<file path="src/rtl/mips_bus_pkg.sv">
// mips_bus_pkg: shared types and constants for the CPU memory bus arbiter
package mips_bus_pkg;
    typedef enum logic {IDLE, BUSY} arb_state_t;
    localparam int ADDR_W = 32;
    localparam int DATA_W = 32;
    localparam int BE_W = DATA_W / 8;
    localparam logic [31:0] RESET_VECTOR = 32'hBFC00000;
endpackage

</file>
<file path="src/rtl/mips_rr_pick.sv">
// mips_rr_pick: two-way round-robin selector favouring the master not served last
module mips_rr_pick (
    input  logic [1:0] req,
    input  logic       last_owner,
    output logic       pick,
    output logic       any
);
    always_comb begin
        any = |req;
        pick = &req ? ~last_owner : req[1];
    end
endmodule

</file>
<file path="src/rtl/mips_bus_arbiter.sv">
// mips_bus_arbiter: round-robin two-master to one-slave bus arbiter with stall watchdog
module mips_bus_arbiter #(
    parameter int ADDR_W = 32,
    parameter int DATA_W = 32,
    parameter int TIMEOUT = 255
) (
    input  logic                  clk,
    input  logic                  reset,
    input  logic [ADDR_W-1:0]     m0_address,
    input  logic                  m0_read,
    input  logic                  m0_write,
    input  logic [DATA_W-1:0]     m0_writedata,
    input  logic [DATA_W/8-1:0]   m0_byteenable,
    output logic [DATA_W-1:0]     m0_readdata,
    output logic                  m0_waitrequest,
    input  logic [ADDR_W-1:0]     m1_address,
    input  logic                  m1_read,
    input  logic                  m1_write,
    input  logic [DATA_W-1:0]     m1_writedata,
    input  logic [DATA_W/8-1:0]   m1_byteenable,
    output logic [DATA_W-1:0]     m1_readdata,
    output logic                  m1_waitrequest,
    output logic [ADDR_W-1:0]     s_address,
    output logic                  s_read,
    output logic                  s_write,
    output logic [DATA_W-1:0]     s_writedata,
    output logic [DATA_W/8-1:0]   s_byteenable,
    input  logic [DATA_W-1:0]     s_readdata,
    input  logic                  s_waitrequest,
    output logic [1:0]            grant,
    output logic                  bus_error
);
    import mips_bus_pkg::*;
    localparam int CW = (TIMEOUT > 0) ? $clog2(TIMEOUT + 1) : 1;
    arb_state_t state, state_n;
    logic owner, owner_n, last_owner, last_owner_n, bus_error_n;
    logic [CW-1:0] cnt, cnt_n;
    logic pick, any, busy, o_read, o_write, o_req, timeout, done;
    logic [ADDR_W-1:0] o_address;
    logic [DATA_W-1:0] o_writedata;
    logic [DATA_W/8-1:0] o_byteenable;

    mips_rr_pick u_pick (
        .req({m1_read | m1_write, m0_read | m0_write}),
        .last_owner(last_owner),
        .pick(pick),
        .any(any)
    );

    always_comb begin
        busy = state == BUSY;
        o_address = owner ? m1_address : m0_address;
        o_read = owner ? m1_read : m0_read;
        o_write = owner ? m1_write : m0_write;
        o_writedata = owner ? m1_writedata : m0_writedata;
        o_byteenable = owner ? m1_byteenable : m0_byteenable;
        o_req = o_read | o_write;
        timeout = (TIMEOUT != 0) && (cnt == CW'(TIMEOUT));
        // a watchdog expiry counts as completion so the master is released
        done = busy & o_req & (~s_waitrequest | timeout);
    end

    always_ff @(posedge clk) begin
        if (reset) begin
            state <= IDLE;
            owner <= 1'b0;
            last_owner <= 1'b1;
            cnt <= '0;
            bus_error <= 1'b0;
        end else begin
            state <= state_n;
            owner <= owner_n;
            last_owner <= last_owner_n;
            cnt <= cnt_n;
            bus_error <= bus_error_n;
        end
    end

    always_comb begin
        state_n = state;
        owner_n = owner;
        last_owner_n = last_owner;
        cnt_n = cnt;
        bus_error_n = bus_error;
        if (!busy) begin
            if (any) begin
                state_n = BUSY;
                owner_n = pick;
                cnt_n = '0;
            end
        end else if (!o_req) begin
            state_n = IDLE;
        end else if (done) begin
            state_n = IDLE;
            last_owner_n = owner;
            bus_error_n = bus_error | timeout;
        end else begin
            cnt_n = cnt + 1'b1;
        end
    end

    always_comb begin
        s_address = busy ? o_address : '0;
        s_writedata = busy ? o_writedata : '0;
        s_byteenable = busy ? o_byteenable : '0;
        s_write = busy & o_write & ~timeout;
        s_read = busy & o_read & ~o_write & ~timeout;
        grant = busy ? (owner ? 2'b10 : 2'b01) : 2'b00;
        m0_waitrequest = ~(done & ~owner);
        m1_waitrequest = ~(done & owner);
        m0_readdata = (done & ~owner & ~timeout) ? s_readdata : '0;
        m1_readdata = (done & owner & ~timeout) ? s_readdata : '0;
    end
endmodule

</file>
<file path="config.mk">
export PLATFORM = sky130hd
export DESIGN_NAME = mips_bus_arbiter
export DESIGN_NICKNAME = d
export VERILOG_FILES = /design/src/rtl/mips_bus_pkg.sv /design/src/rtl/mips_rr_pick.sv /design/src/rtl/mips_bus_arbiter.sv
export SDC_FILE = /design/constraint.sdc
export NUM_CORES = 1
export LEC_CHECK = 0
export CAP_MARGIN = 30
export CORE_AREA = 2 2 124 126
export DETAILED_ROUTE_END_ITERATION = 8
export DIE_AREA = 0 0 126 128
export SLEW_MARGIN = 10
export SYNTH_ARGS = -nofsm -noshare
export SYNTH_HDL_FRONTEND = slang
export SYNTH_SLANG_ARGS = --single-unit
export TNS_END_PERCENT = 20
</file>
<file path="constraint.sdc">
create_clock -name clk -period 4.77 [get_ports clk]
set_clock_uncertainty 0.1 [all_clocks]
set_input_delay 1.431 -clock clk [delete_from_list [all_inputs] [get_ports clk]]
set_output_delay 1.431 -clock clk [all_outputs]
set_load 0.005 [all_outputs]
</file>
# Yosys cells after proc, flatten, opt, wreduce, memory -nomap -nowiden
# Index checks and enable logic that the tools add are counted.
# totals
register_bits	12
out_inout_bits	139
elab_cells	60
# op_classes
addsub	1
n_eq_ne	3
n_mux	21
bitwise_logic	24
reduce_logical	6
# ops
operator	count
32-bit two-way mux	6
8-bit two-way mux	4
1-bit AND	11
8-bit by 1-bit adder with 8-bit output, second input constant	1
8-bit equality test, second input constant	1
4-bit two-way mux	2
1-bit NOT	8
1-bit two-way mux	7
3-bit AND reduction	2
1-bit bitwise OR	5
2-bit two-way mux	2
2-bit AND reduction	2
2-bit by 1-bit != test with 1-bit output, second input constant	1
2-bit != test, second input constant	1
2-bit nonzero test	1
2-bit OR reduction	1

# Depth between registers and ports, before layout
# Gate-level depths: netlist (run 1).
# logic_depth
depth_word	7
depth_mapped	8
depth_no_buf	5

# Modules after synthesis
# A second synthesis (run 1) with hierarchy kept.
# unflattened
cells_unflattened	345
area_unflattened_um2	2406.1
# by_module_without_submodules
module	n_inst	cells_each	area_each_um2	seq_area_each_um2
mips_bus_arbiter	1	343	2392.3	240.2
mips_rr_pick	1	2	13.8	0.0

# Least setup slack after synthesis (run 1)
# OpenSTA, ideal clock, no wires.
# synth_timing
kind	input-to-output
from	in m1_read
to	out m0_readdata[10]
arrival_ps	2631
required_time_ps	3239
path_slack_ps	608
stages	7
path_buffers	3
path_cell_list	nor3b_1 > or3_1 > buf_2 > or3_1 > buf_2 > buf_6 > nor2_1
# synth_between
elab_chain_len	7
# synth_rtl
element	line	text
start, declared	mips_bus_arbiter.sv:17	input logic m1_read,
1-bit two-way mux	mips_bus_arbiter.sv:53	o_read = owner ? m1_read : m0_read;
1-bit bitwise OR	mips_bus_arbiter.sv:57	o_req = o_read | o_write;
1-bit AND (2 in a row)	mips_bus_arbiter.sv:60	done = busy & o_req & (~s_waitrequest | timeout);
1-bit AND (2 in a row)	mips_bus_arbiter.sv:111	m0_readdata = (done & ~owner & ~timeout) ? s_readdata : '0;
32-bit two-way mux	mips_bus_arbiter.sv:111	
end, declared	mips_bus_arbiter.sv:14	output logic [DATA_W-1:0] m0_readdata,
# Every way passes these cells.

# Final worst setup path (run 1)
# layout_timing
from	in m1_read
to	out m1_readdata[19]
# layout_between
elab_chain_len	7
# layout_rtl
element	line	text
1-bit two-way mux	mips_bus_arbiter.sv:53	
1-bit bitwise OR	mips_bus_arbiter.sv:57	
1-bit AND (2 in a row)	mips_bus_arbiter.sv:60	
1-bit AND (2 in a row)	mips_bus_arbiter.sv:112	m1_readdata = (done & owner & ~timeout) ? s_readdata : '0;
32-bit two-way mux	mips_bus_arbiter.sv:112	
end, declared	mips_bus_arbiter.sv:21	output logic [DATA_W-1:0] m1_readdata,
# Every way passes these cells.

==> metrics.md, run 1 <==
| Metric | Value |
|---|---|
| Die Height | 128 um |
| Switching Share | 0.2921 |
| Yosys top cell area share | 0.3184 |
| DRT Pass-1 Iters | 4 |
| Number of placement rows | 45 |
| DR vias/cell | 4.250 |
| CTS root buf | clkbuf_16 |
| Hold Buf Count CTS | 0 |
| Largest area contributor in the netlist | mux2i_1 |
| Ys flop type | dfxtp_1 |
| Outcome | finished, violations left |
| Vias | 3570 |
| Layout Area Growth over Synthesis | 158.7% |
| Share of synthesized registers carrying an async set or reset | 0 |
| Post-DP HPWL | 10450 um |
| Post-Route WL | 12340 um |
| Fin. max-slew vios | 0 |
| Failing checks | setup timing |
| Clock share of power | 0.242 |
| Cts bufs inserted | 3 |
| Setup CP Type | in2out |
| Min-delay src | cnt[7] |
| Adder-Cell Fraction of Synth Area | 0.005685 |
| Filler cells | 1582 |
| Post-synth EDFFs | 0 |
| ANT nets after route | 0 |
| Simple-Gate Fraction of Synth Area | 0.4196 |
| Reg-to-reg startpoint | owner |
| H-tree depth | 1 |
| GRT Resource Usage Total | 0.1354 |
| Grt ovf | 0 |
| Crit-path most repeated cell | clkdlybuf4s50_1 |
| Pwr Total | 0.7233 mW |
| Layout cell share with drive strength beyond 1 | 0.07669 |
| CP startpoint | m1_read |
| Worst-margin pin slew | slightly above 0.7 ns |
| Clock Path Buffers | 2 |
| Critical path's top delay family | buffers and inverters |
| Critical Path Fanout Max | 6 |
| Peak VDD IR | 104.9 uV |
| Top cells by area, synth | mux2i_1, nor2_1, dfxtp_1, nand2b_1, clkbuf_1 |
| DR WL/cell | 14.69 um |
| Compound-Gate Fraction of Synth Area | 0.07504 |
| Syn Nets | 523 |
| Cell Pwr Density | ~130 mW/mm^2 |
| Die width | 126 um |
| Post-Synth XOR/XNOR Area | 0 |
| Post-synth cell types | 30 |
| Initial Util | 0.1481 |
| Vias in the first global route | about 3.4k |
| Port Buf Inserts | 313 |
| Final setup viols | 1 |
| Setup ws final | -0.05292 ns |
| Multiplexer share of the synthesized area | 0.3184 |
| Mapped Area | 0.002201 mm^2 |
| Net count, final | 829 |
| Count of buffer and inverter cells on the critical path | 4 |
| Routability Congestion | 0.8823 |
| Dpl ws | -0.2787 ns |
| LEAKAGE | ~2.6 nW |
| Antenna cells | 0 |
| Gate Count Post-Synth | ~350 |
| Iteration-0 DRC Markers | 94 |
| Core Area | 0.01486 mm^2 |
| Slew HR | 0.5210 |
| First-pass GRT wire length | around 18000 um |
| Post-cts sizing count | 36 |
| F_max | 207.3 MHz |
| Worst Hold Class | reg2reg |
| CTS tree | yes |
| Slowest cell delay on critical path | 0.53 ns |
| Final hold vios | 0 |
| Final period utilization | 1.011 |
| Sequential element share of the synthesized area | 0.1092 |
| DIE AREA | 0.01613 mm^2 |
| CP arrival | 3.29 ns |
| Sequential power share | 0.146 |
| Initial antenna violation count | 0 |
| Clock sinks | 12 |
| Clk slew on worst S/H paths | around 0.04 ns |
| Largest net degree at the start of global routing | 78 |
| Final min period | a little under 5 ns |
| CP Depth | 8 |
| Post-Place Cells | approximately 840 |
| Non-Filler Instances | 840 |
| Post-CTS setup buffers | 0 |
| Reg2Reg Depth | 6 |
| CP Capture Type | output pin |
| R2r setup slk | roughly 2.7 ns |
| RSZ-0062 raised after global routing | true |
| Crit-path cells | clkdlybuf4s50_1, nor3b_1, buf_4, nor3_4, nand3_2, buf_6, nor2_1, clkdlybuf4s50_1 |
| Hold Crit Depth | 2 |
| Design internal power | between 0.5 and 0.6 mW |
| Drt drc | 0 |
| Seq cells post-synth | 12 |
| # IOs | 314 |
| Worst-Skew Late Latency | 0.24 ns |
| Mean post-synth cell area | ~6.3 um^2 |
| Sw power | 0.2113 mW |
| CP Data Required Time | around 3.2 ns |
| Ys Warns | 0 |
| Max_cap viols | 0 |
| Gate power share | 0.612 |
| Slowest stage cell, crit path | clkdlybuf4s50_1 |
| Largest family of logic cells by synthesized area | simple AND/OR/NAND/NOR gates |
| Critical path startpoint category | primary input |
-- cell usage in the layout, fill, tap and decap left out, types with 2 or more instances in the layout --
cell type / n
dlymetal6s2s_1: 31
mux2i_1: 70
dlygate4sd2_1: 7
dfxtp_1: 11
nand2_1: 6
clkbuf_16: 3
nor2_2: 3
nor2_1: 137
o21ai_0: 7
nand3_1: 4
buf_12: 3
o31ai_1: 4
o211ai_1: 3
a21oi_1: 8
or4_1: 4
or2_2: 2
nand4_1: 3
clkdlybuf4s15_1: 8
buf_4: 14
clkdlybuf4s50_1: 249
or3_1: 4
inv_1: 2
clkbuf_2: 18
nand2b_1: 34
-- flip-flops by register name (all words and copies together) (netlist names) --
name and flops:
last_owner 1, owner 1, cnt 8, bus_error 1, busy 1
-- stage by stage --
step                      setup TNS, ns  cell area (um^2)  hold slack, ns  utilization
after detailed placement         -13.25              5585          0.3823       0.3758
after global placement           -12.40              5585          0.3738       0.3758
after CTS                        -1.825              5647          0.3965       0.3799
final                          -0.05292              5693          0.3978       0.3830
after floorplan                       0              2201          0.3493            -
after global routing            -0.7026              5693          0.4314       0.3830
-- routing by layer --
| layer | track usage | up-vias | part of all wire |
|---|---|---|---|
| met4 | 0.02521 | 0 | 0.013 |
| li1 | - | 1774 | - |
| met1 | 0.1432 | 1587 | 0.36 |
| met5 | 0 | - | 0 |
| met3 | 0.03548 | 13 | 0.093 |
| met2 | 0.2691 | 196 | 0.53 |
-- final timing paths --
kind,to
max,m1_readdata[19]
min,cnt[7]
max reg2reg,cnt[6]
min reg2reg,cnt[7]
-- cell type report --
type	count	area, um^2	area share
timing repair buffer	331	3288	0.5776
multi-input combinational	302	1826	0.3207
sequential	12	244.0	0.04286
tap	188	235.2	0.04132
clock buffer	4	88.84	0.01560
inverter	3	11.26	0.001978
-- Yosys cell counts, drive strengths merged (4+ instances only) --
library cell / instances
nor2: 140
mux2i: 70
nand2b: 34
clkbuf: 17
buf: 13
dfxtp: 12
a21oi: 8
o21ai: 7
nand2: 6
nand3: 5
or3: 5
o31ai: 4
or4: 4
-- kinds of logic (layout without fill, tap and decap cells) --
logic type	after synthesis	after routing
buf+inv	33	338
fa+ha+maj	1	1
compound gates	26	26
flops	12	12
mux	70	70
simple gates	205	205
-- tightest hold or removal path: stages, from the launching register on --
cell     delay [ns]
dfxtp_1        0.32
o31ai_1        0.07
a21oi_1        0.06
-- power groups by stage --
stage	Clock (mW)	Combinational, mW	Sequential [mW]
final	0.175	0.442	0.106
after global routing	0.183	0.475	0.106
after CTS	0.177	0.449	0.106
after detailed placement	0	0.454	0.108
after global placement	0	0.449	0.108
after floorplan	0	0.155	0.106
(Power assumes the default switching activity.)
==> inputs of run 2 (changes only) <==
--- a/config.mk
+++ b/config.mk
@@ -5,10 +5,10 @@
 export SDC_FILE = /design/constraint.sdc
 export NUM_CORES = 1
 export LEC_CHECK = 0
-export CAP_MARGIN = 30
-export CORE_AREA = 2 2 124 126
+export CAP_MARGIN = 20
+export CORE_AREA = 2 2 122 124
 export DETAILED_ROUTE_END_ITERATION = 8
-export DIE_AREA = 0 0 126 128
+export DIE_AREA = 0 0 124 126
 export SLEW_MARGIN = 10
 export SYNTH_ARGS = -nofsm -noshare
 export SYNTH_HDL_FRONTEND = slang
==> constraint.sdc (replaced) <==
create_clock -name clk -period 5.4 [get_ports clk]
set_clock_uncertainty 0.1 [all_clocks]
set_input_delay 1.62 -clock clk [delete_from_list [all_inputs] [get_ports clk]]
set_output_delay 1.62 -clock clk [all_outputs]
set_load 0.005 [all_outputs]
==> run 2 against run 1 <==
The run still ends with setup timing left. Cell area rose by 0.31%. Final cell count is 1.2% lower. Combinational power shrank 13%. Sequential cell count did not move. Wire length is 4.3% lower. Utilization is 1.6 points higher. Sequential share of layout area is essentially flat. Die area shrank 3.1%. Largest cell class unchanged. Highest routed layer unchanged.
==> metrics.md, run 2 (synthesis results as in run 1) <==
| Metric | Value |
|---|---|
| Outcome | finished, violations left |
| Failing checks | setup timing |
| Final period utilization | 1.003 |
| Non-Filler Instances | 830 |
| F_max | 184.6 MHz |
| Layout Area Growth over Synthesis | 159.5% |
| Grt met1 use | 0.1377 |
| Critical path startpoint category | primary input |
| Gate power share | 0.606 |
| Post-Place Cells | between 800 and 900 |
| Final setup viols | 1 |
| Critical Path Fanout Max | 32 |
| Clock sinks | 12 |
| Vias | 3495 |
| CTS tree | yes |
| DRT Pass-1 Iters | 6 |
| Reg-to-reg startpoint | owner |
| Fin Setup TNS | -0.01569 ns |
| Net count, final | 823 |
| LEAKAGE | 2.505 nW |
| DR WL/cell | 14.23 um |
| RSZ-0062 raised after global routing | true |
| Setup CP Type | in2out |
| Sequential power share | 0.153 |
| ANT nets after route | 0 |
| Switching Share | 0.2882 |
| Post-DP HPWL | 10150 um |
| Iteration-0 DRC Markers | 54 |
| Antenna cells | 0 |
| Vias in the first global route | approximately 3.2k |
| Final instance area | 0.005710 mm^2 |
| Final hold vios | 0 |
| CP arrival | 3.70 ns |
| Worst Hold Class | reg2reg |
| Port Buf Inserts | approximately 310 |
| Cell Pwr Density | around 110 mW/mm^2 |
| Die Height | 126 um |
| CP Data Required Time | 3.68 ns |
| CTS root buf | clkbuf_16 |
| Largest net degree at the start of global routing | 73 |
| Initial Util | 0.1538 |
| GRT busiest layer | met2 |
| Clock Path Buffers | 2 |
| Fin. max-slew vios | 0 |
| # IOs | 314 |
| Design internal power | 0.4534 mW |
| Commonest non-fill, non-tap cell in the layout | clkdlybuf4s50_1 |
| First-pass GRT wire length | roughly 16000 um |
| CP Capture Type | output pin |
| Met3 usage | 0.03125 |
| DIE AREA | about 0.016 mm^2 |
| DR vias/cell | 4.211 |
| Final min period | ~5.4 ns |
| Number of placement rows | 44 |
| Layout cell share with drive strength beyond 1 | 0.04025 |
| Die width | 124 um |
| Finished Core Util | 0.3990 |
| Worst-Skew Late Latency | around 0.24 ns |
| Core Area | approximately 0.014 mm^2 |
| Area post-placement | around 0.0055 mm^2 |
| Hold Buf Count CTS | 0 |
| Slew HR | 0.4153 |
| Grt ovf | 0 |
| Biggest register | cnt |
| Setup ws final | -0.01569 ns |
| Max_cap viols | 0 |
| Post-Route WL | roughly 12000 um |
| CP startpoint | m1_write |
| Cts bufs inserted | 3 |
| Routability Congestion | 0.8264 |
| Max FFs per register | 8 |
| H-tree depth | 1 |
| Min-delay src | bus_error |
| GRT Resource Usage Total | 0.1336 |
| Peak VDD IR | between 60 and 70 uV |
| Pwr Total | ~0.64 mW |
| GRT met2 Usage | 0.2686 |
| Clock share of power | 0.241 |
| Worst-margin pin slew | ~0.9 ns |
| Filler cells | roughly 1.4k |
| Commonest cells after routing, fill and taps aside | clkdlybuf4s50_1, nor2_1, mux2i_1 |
| Sw power | 0.1836 mW |
| Clk slew on worst S/H paths | around 0.050 ns |
| Initial antenna violation count | 0 |
| Drt drc | 0 |
==> run 2: final timing paths <==
check | slack [ns] | cells past startpoint | to
worst max-delay path | -0.02 | 7 | m0_readdata[30]
worst min-delay path | 0.37 | 2 | bus_error
worst max register to register | 3.25 | 5 | cnt[6]
worst min register to register | 0.37 | 2 | bus_error
==> run 2: power groups by stage <==
stage	sequential, mW	clock, mW	combinational [mW]
after global routing	0.0984	0.160	0.415
after CTS	0.0978	0.156	0.394
after floorplan	0.0940	0	0.137
after global placement	0.0994	0	0.389
after detailed placement	0.0994	0	0.392
final	0.0978	0.154	0.386
==> run 2: area by class of cell <==
type                       count  area (um^2)  area share
timing repair buffer         325         3322      0.5817
multi-input combinational    302         1814      0.3177
sequential                    12        244.0     0.04273
tap                          184        230.2     0.04032
clock buffer                   4        88.84     0.01556
inverter                       3        11.26    0.001972
==> run 2: worst max-delay path, stage by stage <==
cell and delay [ns]:
clkdlybuf4s50_1 0.48, nor3b_1 0.06, or3_1 0.36, or3_4 0.35, buf_12 0.17, nor2_1 0.12, clkdlybuf4s50_1 0.51
==> run 2: per-layer routing <==
| metal | up-vias | share of wire |
|---|---|---|
| li1 | 1754 | - |
| met1 | 1541 | 0.35 |
| met2 | 193 | 0.53 |
| met3 | 7 | 0.11 |
| met5 | - | 0 |
| met4 | 0 | 0.0086 |
==> run 2: per-stage QoR <==
| step | setup slack (ns) | hold WS, ns |
|---|---|---|
| 2_1_floorplan | 0.8595 | 0.3493 |
| 3_3_place_gp | -0.04602 | 0.3727 |
| 3_5_place_dp | -0.08081 | 0.3568 |
| 4_1_cts | 0.007172 | 0.3691 |
| 5_1_grt | -0.08105 | 0.4196 |
| 6_report | -0.01569 | 0.3678 |
==> run 2: timing repair <==
action	CTS	global route
resized for setup	3	32
endpoints found under the setup margin	32	53
setup buffers	0	0
